<file path="src/rtl/id_operand_stage.sv">
// id_operand_stage
//   IF->ID pipeline register plus per-read-port operand resolution with
//   NSRC bypass sources, load-use interlock and stall-safe operand capture.
//   While an instruction is held in ID, each resolved operand is latched.
//   A bypass source that retires during the stall therefore cannot be lost.
//
// Ports
//   clk, rst          clock, asynchronous active-low reset
//   flush             discard the ID instruction
//   id_hold           downstream stall; ID keeps its instruction
//   if_valid/pc/inst  instruction offered by IF
//   rd_addr, rd_use   decoder read addresses and per-port consume flags
//   rf_rdata          regfile combinational read data
//   byp_*             bypass sources; index 0 is youngest (EX)
//   id_valid/pc/inst  ID pipeline register
//   opnd              resolved operands, port k = [k*DW +: DW]
//   ex_valid          instruction may issue this cycle
//   stallreq          load-use interlock request
//   lu_stall_cnt      number of interlock cycles (wraps)

// Per-read-port resolution plus capture register.
module id_opnd_port #(
  parameter int NSRC = 3,
  parameter int DW   = 32,
  parameter int AW   = 5
) (
  input  logic               clk,
  input  logic               rst,
  input  logic               cap_clr,
  input  logic               cap_en,
  input  logic [AW-1:0]      addr,
  input  logic [DW-1:0]      rf,
  input  logic [NSRC-1:0]    byp_we,
  input  logic [NSRC-1:0]    byp_ready,
  input  logic [NSRC*AW-1:0] byp_waddr,
  input  logic [NSRC*DW-1:0] byp_wdata,
  output logic [DW-1:0]      opnd,
  output logic               pending
);
  logic          cap_v;
  logic [DW-1:0] cap_d;
  logic          hit, hit_rdy;
  logic [DW-1:0] hit_d;

  // First (youngest) matching source wins; older matches are ignored even
  // when the youngest one is not ready yet.
  always_comb begin
    hit     = 1'b0;
    hit_rdy = 1'b0;
    hit_d   = '0;
    for (int s = 0; s < NSRC; s++) begin
      if (!hit && byp_we[s] && (byp_waddr[s*AW +: AW] == addr)) begin
        hit     = 1'b1;
        hit_rdy = byp_ready[s];
        hit_d   = byp_wdata[s*DW +: DW];
      end
    end
  end

  always_comb begin
    opnd    = rf;
    pending = 1'b0;
    if (addr == '0) begin
      opnd = '0;
    end else if (cap_v) begin
      opnd = cap_d;
    end else if (hit) begin
      opnd    = hit_d;
      pending = ~hit_rdy;
    end
  end

  always_ff @(posedge clk or negedge rst) begin
    if (!rst) begin
      cap_v <= 1'b0;
      cap_d <= '0;
    end else if (cap_clr) begin
      cap_v <= 1'b0;
    end else if (cap_en && !cap_v && !pending) begin
      cap_v <= 1'b1;
      cap_d <= opnd;
    end
  end
endmodule

module id_operand_stage #(
  parameter int          NRD      = 2,
  parameter int          NSRC     = 3,
  parameter int          DW       = 32,
  parameter int          AW       = 5,
  parameter logic [31:0] RESET_PC = 32'hBFBF_FFFC
) (
  input  logic               clk,
  input  logic               rst,
  input  logic               flush,
  input  logic               id_hold,
  input  logic               if_valid,
  input  logic [31:0]        if_pc,
  input  logic [31:0]        if_inst,
  input  logic [NRD*AW-1:0]  rd_addr,
  input  logic [NRD-1:0]     rd_use,
  input  logic [NRD*DW-1:0]  rf_rdata,
  input  logic [NSRC-1:0]    byp_we,
  input  logic [NSRC-1:0]    byp_ready,
  input  logic [NSRC*AW-1:0] byp_waddr,
  input  logic [NSRC*DW-1:0] byp_wdata,
  output logic               id_valid,
  output logic [31:0]        id_pc,
  output logic [31:0]        id_inst,
  output logic [NRD*DW-1:0]  opnd,
  output logic               ex_valid,
  output logic               stallreq,
  output logic [31:0]        lu_stall_cnt
);
  logic [NRD-1:0] pending;
  logic           adv;
  logic           cap_clr, cap_en;

  assign adv      = ~id_hold & ~stallreq;
  assign stallreq = id_valid & |(rd_use & pending);
  assign ex_valid = id_valid & ~stallreq;

  // Captures clear whenever ID changes contents; they load only while the
  // same live instruction is held over the edge.
  assign cap_clr = flush | adv;
  assign cap_en  = id_valid & ~adv & ~flush;

  for (genvar k = 0; k < NRD; k++) begin : g_port
    id_opnd_port #(.NSRC(NSRC), .DW(DW), .AW(AW)) u_port (
      .clk      (clk),
      .rst      (rst),
      .cap_clr  (cap_clr),
      .cap_en   (cap_en),
      .addr     (rd_addr[k*AW +: AW]),
      .rf       (rf_rdata[k*DW +: DW]),
      .byp_we   (byp_we),
      .byp_ready(byp_ready),
      .byp_waddr(byp_waddr),
      .byp_wdata(byp_wdata),
      .opnd     (opnd[k*DW +: DW]),
      .pending  (pending[k])
    );
  end

  // Flush keeps pc/inst so debug still sees the squashed instruction.
  always_ff @(posedge clk or negedge rst) begin
    if (!rst) begin
      id_valid <= 1'b0;
      id_pc    <= RESET_PC;
      id_inst  <= '0;
    end else if (flush) begin
      id_valid <= 1'b0;
    end else if (adv) begin
      id_valid <= if_valid;
      id_pc    <= if_pc;
      id_inst  <= if_inst;
    end
  end

  always_ff @(posedge clk or negedge rst) begin
    if (!rst)          lu_stall_cnt <= '0;
    else if (stallreq) lu_stall_cnt <= lu_stall_cnt + 32'd1;
  end
endmodule

</file>
<file path="config.mk">
export PLATFORM = sky130hd
export DESIGN_NAME = id_operand_stage
export DESIGN_NICKNAME = d
export VERILOG_FILES = /design/src/rtl/id_operand_stage.sv
export SDC_FILE = /design/constraint.sdc
export NUM_CORES = 1
export LEC_CHECK = 0
export ABC_AREA = 1
export BUFFER_PORTS_ARGS = -buffer_cell sky130_fd_sc_hd__buf_2
export CAP_MARGIN = 20
export CORE_AREA = 4 4 162 164
export DETAILED_ROUTE_END_ITERATION = 6
export DIE_AREA = 0 0 166 168
export GPL_ROUTABILITY_DRIVEN = 0
export GPL_TIMING_DRIVEN = 0
export PLACE_DENSITY = 0.7
export RECOVER_POWER = 100
export SYNTH_ARGS = -nofsm -noshare
export SYNTH_HDL_FRONTEND = slang
export SYNTH_SLANG_ARGS = --single-unit
export TNS_END_PERCENT = 5
</file>
<file path="constraint.sdc">
create_clock -name clk -period 4.6 [get_ports clk]
set_input_delay 0.92 -clock clk [delete_from_list [all_inputs] [get_ports clk]]
set_output_delay 0.92 -clock clk [all_outputs]
set_load 0.01 [all_outputs]
</file>
==> flow_metrics.tcl, run 1 <==
set metrics [dict create \
    synth_common_cells "nand2_1, dfrtp_1, inv_1, nor2_1, nand3_1" \
    relSlewSlack -1.275 \
    skew_ns 0.02069 \
    detail_route.wl_per_cell_um 20.50 \
    hold_slack_ns 0.4682 \
    dieArea_sq_um 27890 \
    cts_tree "done" \
    wl_um 45530 \
    p_per_area_nw_per_um2 346.0 \
    crit_fanout 10 \
    p_int_mw 2.862 \
    synth-async-reset-ratio 1.000 \
    synth.distinct_cells 45 \
    synthTopCellsByArea "dfrtp_1, nand2_1, dfstp_2" \
    failed_checks "design-rule violations, max-capacitance violations, max-slew violations" \
    antenna_violating_nets_post_route 0 \
    finalCriticalPeriod_ns 4.567 \
    holdCritPathClass "flop to flop" \
    drtIter0Drc 1328 \
    postCtsSetupRepairBufs 0 \
    grt_pass1_wl_um 67850 \
    clockRootBuffer "clkbuf_16" \
    synth_fp_nets 1689 \
    synth_edf_count 0 \
    r2r_start "g_port[1].u_port.cap_v$_DFFE_PN0P_" \
    grt.overflow.total 0 \
    maxCapViolations 1 \
    leakagePower_nw 6.687 \
    via_count 12150 \
    n_fill_cell 2577 \
    synthMostInstantiatedCell "nand2_1" \
    grt_pass1_vias 11613 \
    synth_seq_cells 163 \
    syn_area_sq_um 10220 \
    cp.required_ns 3.68 \
    hold_viol_final 0 \
    swShare 0.3627 \
    seq_power_share 0.423 \
    row_count 58 \
    cts_buffer_depth 2 \
    area_growth_pct 26.96 \
    critical_path.startpoint "rd_addr[1]" \
    cts_resized 0 \
    hold_buffers 0 \
    die_w_um 166 \
    crit_type "primary input to output pin" \
    die_h_um 168 \
    max_freq_ghz 0.2190 \
    path_clk_slew_ns 0.07 \
    yosysTopAreaCell "dfrtp_1" \
    syn_inst 1426 \
    io_pins 425 \
    final_util 0.5215 \
    numCtsBuffers 17 \
    first_pass_iters 7 \
    p_switching_mw 1.629 \
    via_per_inst 5.471 \
    grt_max_degree 94 \
    clockPowerShare 0.325 \
    setup_viol 0 \
    cp-start-kind "primary input" \
    pwr-share-comb 0.252 \
    h-tree-depth 4 \
    portBuffers 424 \
    rsz0062_at_grt "true" \
    antenna_found_initial 9 \
    arrival_ns 3.65 \
    yosys_warnings 0 \
    seq_area_frac_synth 0.4024 \
    dpl.hpwl_um 35800 \
    fin_total_pwr_mw 4.491 \
    insertion_delay_ns 0.45 \
    yosys_most_used_dff "dfrtp_1" \
    tightest_slew_ns 3.412 \
    avgSynthCellArea_sq_um 7.169 \
    fin_nets 2133 \
    status "finished, violations left" \
    layout-drive-gt1-share 0.2151 \
    ir_worst_vdd_uv 195.0 \
    route.detailed.drc 10 \
    synth.top_cell.area_share 0.3304 \
    maxSlewViolCount 72 \
    coreArea_sq_um 24890 \
    end_kind "output pin" \
    start_util 0.4107 \
    min_period_over_period 0.9928 \
    grt.total_usage 0.3128 \
    hold_start "g_port[1].u_port.cap_d[0]$_DFFE_PN0P_" \
    cts_num_sinks 163 \
]
[critical path, cell delays in order]
cell and delay [ns]:
buf_2 0.11, inv_1 0.12, nand2_1 0.07, nand2_1 0.08, nor2_1 0.05, nand3_2 0.14
nand2_1 0.10, nor2_2 0.32, inv_2 0.19, clkbuf_1 0.37, o21ai_0 0.74, a21oi_1 0.21
buf_2 0.20
[state kept, by name, summed over array words and instances (netlist names)]
register and flops:
g_port.u_port.cap_d 64, id_inst 32, id_pc 32, lu_stall_cnt 32
g_port.u_port.cap_v 2, id_valid 1
[area by class of cell]
class / instances / area (sq um) / area share
Antenna cell: 8 / 20.02 / 0.001542
Buffer: 77 / 355.3 / 0.02738
Clock buffer: 17 / 425.4 / 0.03277
Clock inverter: 15 / 180.2 / 0.01388
Inverter: 141 / 529.3 / 0.04078
Multi-Input combinational cell: 1045 / 4981 / 0.3837
Sequential cell: 163 / 4114 / 0.3169
Tap cell: 330 / 412.9 / 0.03181
Timing Repair Buffer: 425 / 1962 / 0.1511
[placed cells by master, fill, tap and decap left out, types with 22 or more instances in the layout]
cell type  count
nand2_1      422
buf_2        285
clkbuf_1     198
o21ai_0      147
dfrtp_1      135
inv_1        129
nor2_1       118
nand3_1      108
a21oi_1       70
xor2_1        22
[power groups by stage]
stage | combinational (mW) | sequential [mW] | clock, mW
after floorplan | 0.585 | 1.93 | 0
after global placement | 1.16 | 1.90 | 0
after detailed placement | 1.19 | 1.91 | 0
after CTS | 1.19 | 1.89 | 1.48
after global routing | 1.25 | 1.93 | 1.54
final | 1.13 | 1.90 | 1.46
[per-stage QoR]
stage | area [sq um] | setup TNS [ns] | std cells | setup WS (ns)
after floorplan | 10220 | 0 | 1426 | 1.471
after global placement | 12760 | -0.5010 | 2180 | -0.01899
after detailed placement | 12800 | 0 | 2181 | 0.1125
after CTS | 13400 | 0 | 2213 | 0.1116
after global routing | 12980 | -1.139 | 2221 | -0.1289
final | 12980 | 0 | 2221 | 0.03295
[worst paths after layout]
| kind | end | slack, ns | depth (start not counted) |
|---|---|---|---|
| min | g_port[1].u_port.cap_d[0]$_DFFE_PN0P_ | 0.47 | 2 |
| max | opnd[18] | 0.03 | 13 |
| max in group asynchronous | id_inst[6]$_DFFE_PN0P_ | 0.62 | 2 |
| min reg2reg | g_port[1].u_port.cap_d[0]$_DFFE_PN0P_ | 0.47 | 2 |
| max reg2reg | id_inst[18]$_DFFE_PN0P_ | 1.64 | 13 |
| min in group asynchronous | g_port[0].u_port.cap_d[17]$_DFFE_PN0P_ | 1.83 | 1 |
[metal layers]
| metal | track usage | part of all wire |
|---|---|---|
| met3 | 0.09603 | 0.10 |
| met2 | 0.4897 | 0.46 |
| met1 | 0.4027 | 0.39 |
| met5 | 0 | 0.00018 |
| met4 | 0.1352 | 0.043 |
[cell families (layout without fill, tap and decap cells)]
logic type	Yosys count	after routing	share of synthesized area
simple gates	718	718	0.3052
compound gates	286	286	0.1573
buf+inv	218	675	0.09852
flops	163	163	0.4024
xor+xnor	31	31	0.02656
mux	9	9	0.008812
fa+ha+maj	1	1	0.001224
other cells	0	8	0
(Power assumes the default switching activity.)
==> run 2, diff against run 1 <==
==> config.mk (replaced) <==
export PLATFORM = sky130hd
export DESIGN_NAME = id_operand_stage
export DESIGN_NICKNAME = d
export VERILOG_FILES = /design/src/rtl/id_operand_stage.sv
export SDC_FILE = /design/constraint.sdc
export NUM_CORES = 1
export LEC_CHECK = 0
export BUFFER_PORTS_ARGS = -buffer_cell sky130_fd_sc_hd__buf_2
export CAP_MARGIN = 20
export CORE_AREA = 4 4 163 165
export DETAILED_ROUTE_END_ITERATION = 6
export DIE_AREA = 0 0 167 169
export GPL_ROUTABILITY_DRIVEN = 0
export GPL_TIMING_DRIVEN = 0
export PLACE_DENSITY = 0.67
export SYNTH_ARGS = -nofsm -noshare
export SYNTH_HDL_FRONTEND = slang
export SYNTH_SLANG_ARGS = --single-unit
export TNS_END_PERCENT = 5
==> flow_metrics.tcl, run 2 <==
set metrics [dict create \
    largest_reg_flops 64 \
    route.detailed.drc 0 \
    detail_route.wl_per_cell_um 23.69 \
    synth_fp_nets 1202 \
    io_pins 425 \
    place_area_sq_um 12110 \
    pwr-share-comb 0.241 \
    grt.overflow.total 0 \
    h-tree-depth 4 \
    dpl.hpwl_um 32700 \
    grt.total_usage 0.2802 \
    coreArea_sq_um 25040 \
    arrival_ns 3.77 \
    synth_common_cells "dfrtp_1, nor2_1, nand2_1, mux2_2, clkbuf_1" \
    maxCapViolations 0 \
    failed_checks "negative setup slack" \
    ir_worst_vdd_uv 233.9 \
    max_freq_ghz 0.2132 \
    grt_max_degree 103 \
    layout_setup_ws_ns -0.09113 \
    row_count 58 \
    min_period_over_period 1.020 \
    crit_chain "buf_2 > xor2_1 > nor3_1 > nand3_1 > clkbuf_1 > clkbuf_1 > o221ai_1 > a21boi_0 > o32ai_1 > buf_2" \
    synthMostInstantiatedCell "dfrtp_1" \
    crit_type "primary input to output pin" \
    synth.distinct_cells 55 \
    cp-start-kind "primary input" \
    skew_ns 0.01455 \
    rrSetupSlack_ns 2.12 \
    p_int_mw 3.083 \
    fin_nets 1643 \
    dieArea_sq_um 28220 \
    synth-async-reset-ratio 1.000 \
    insertion_delay_ns 0.43 \
    syn_inst 939 \
    tightest_slew_ns 0.9334 \
    path_clk_slew_ns 0.08 \
    clockRootBuffer "clkbuf_16" \
    die_w_um 167 \
    p_switching_mw 1.393 \
    yosys_warnings 0 \
    area_growth_pct 34.28 \
    cp.required_ns 3.68 \
    layout_commonest_cell "buf_2" \
    clockPowerShare 0.339 \
    max_stage_delay_ns 0.48 \
    end_kind "output pin" \
    antenna_found_initial 14 \
    critical_path.slowest_cell "a21boi_0" \
    crit_fanout 10 \
    drtIter0Drc 747 \
    first_pass_iters 5 \
    regMostFlops "g_port.u_port.cap_d" \
    hold_viol_final 0 \
    p_per_area_nw_per_um2 349.3 \
    dpl_worst_slack_ns -0.4732 \
    numCtsBuffers 17 \
    swShare 0.3112 \
    grt_pass1_vias 10037 \
    seq_power_share 0.419 \
    synth_edf_count 0 \
    status "finished, violations left" \
    antenna_violating_nets_post_route 0 \
    synth.top_cell.area_share 0.3540 \
    leakagePower_nw 6.303 \
    synth_seq_cells 163 \
    synthTopCellsByArea "dfrtp_1, mux2_2, dfstp_2" \
    holdCritPathClass "primary input to async pin" \
    die_h_um 169 \
    via_count 9763 \
    mostFrequentLayoutCells "buf_2, dfrtp_1, nor2_1, nand2_1, mux2_2" \
    cts_num_sinks 163 \
    yosysTopAreaCell "dfrtp_1" \
    yosys_most_used_dff "dfrtp_1" \
    start_util 0.3812 \
    avgSynthCellArea_sq_um 10.16 \
    maxSlewViolCount 0 \
    via_per_inst 5.640 \
    finalCriticalPeriod_ns 4.691 \
    portBuffers 423 \
    cts_buffer_depth 2 \
    rsz0062_at_grt "true" \
    wl_um 41000 \
    cts_tree "done" \
    stdcell_area_sq_um 12820 \
    seq_area_frac_synth 0.4310 \
    setup_viol 4 \
    grt_pass1_wl_um 60540 \
    layout-drive-gt1-share 0.4673 \
    syn_area_sq_um 9544 \
    relSlewSlack 0.3720 \
]
## run 2: layer usage
metal	wire length, um	track usage	up-vias
met2	20340	0.4873	553
met5	125	0	-
met1	14950	0.3208	4747
met4	2075	0.1419	18
li1	-	-	4345
met3	3511	0.07029	100
## run 2: cells by family (layout without fill, tap and decap cells)
kind of cell,Yosys count,count (layout),share of synthesized area
other,0,8,0
and+or+nand+nor,277,277,0.1340
AOI/OAI and AO/OA,228,228,0.1817
buffers and inverters,92,546,0.04234
DFF,163,163,0.4310
xor gates and xnor gates,61,61,0.05677
muxes,117,117,0.1529
adders and majority gates,1,1,0.001311
## run 2: timing repair
| action | in CTS | in global routing |
|---|---|---|
| setup buffers | 0 | 0 |
| resized for setup | 21 | 22 |
| setup endpoints to repair | 36 | 42 |
| hold buffers | 0 | 0 |
## run 2: cell type report
class	count	area, sq um
multi-input combinational	684	5070
clock buffer	17	425.4
clock inverter	15	202.7
inverter	19	71.32
fill	2363	12220
sequential	163	4114
antenna	8	20.02
timing repair buffer	424	2155
buffer	71	345.3
tap	330	412.9
## run 2: worst max-delay path: cells and delay by family
| kind | cells | cell delay [ns] |
|---|---|---|
| AO/OA/AOI/OAI | 3 | 0.94 |
| buffers and inverters | 4 | 1.10 |
| XOR/XNOR | 1 | 0.15 |
| AND/OR/NAND/NOR | 2 | 0.66 |
## run 2: metrics by stage
stage                       util  total power [mW]  setup TNS [ns]  hold WS, ns  cells
after floorplan                -             2.476               0       0.4565    939
after global placement    0.4823             2.934          -7.063       0.4548   1692
after detailed placement  0.4838             2.968          -7.338       0.4596   1693
after CTS                 0.5098             4.507       -0.001356       0.4235   1723
after global routing      0.5115             4.688          -1.019       0.4418   1727
final                     0.5119             4.476         -0.1861       0.4117   1731
## run 2: power groups by stage
stage | registers (mW) | clock network (mW) | logic [mW]
after global routing | 1.91 | 1.62 | 1.17
after detailed placement | 1.89 | 0 | 1.08
after global placement | 1.88 | 0 | 1.05
after floorplan | 1.91 | 0 | 0.565
final | 1.88 | 1.52 | 1.08
after CTS | 1.87 | 1.55 | 1.08
## run 2: final timing paths
kind,start,end,depth (start not counted)
worst max register to register,lu_stall_cnt[6]$_DFFE_PN0P_,lu_stall_cnt[31]$_DFFE_PN0P_,8
worst max-delay path,rd_addr[2],opnd[19],10
worst min-delay path,rst,g_port[0].u_port.cap_d[15]$_DFFE_PN0P_,1
max in group asynchronous,rst,id_pc[10]$_DFFE_PN1P_,2
worst min register to register,lu_stall_cnt[31]$_DFFE_PN0P_,lu_stall_cnt[31]$_DFFE_PN0P_,1
min in group clk,lu_stall_cnt[31]$_DFFE_PN0P_,lu_stall_cnt[31]$_DFFE_PN0P_,1
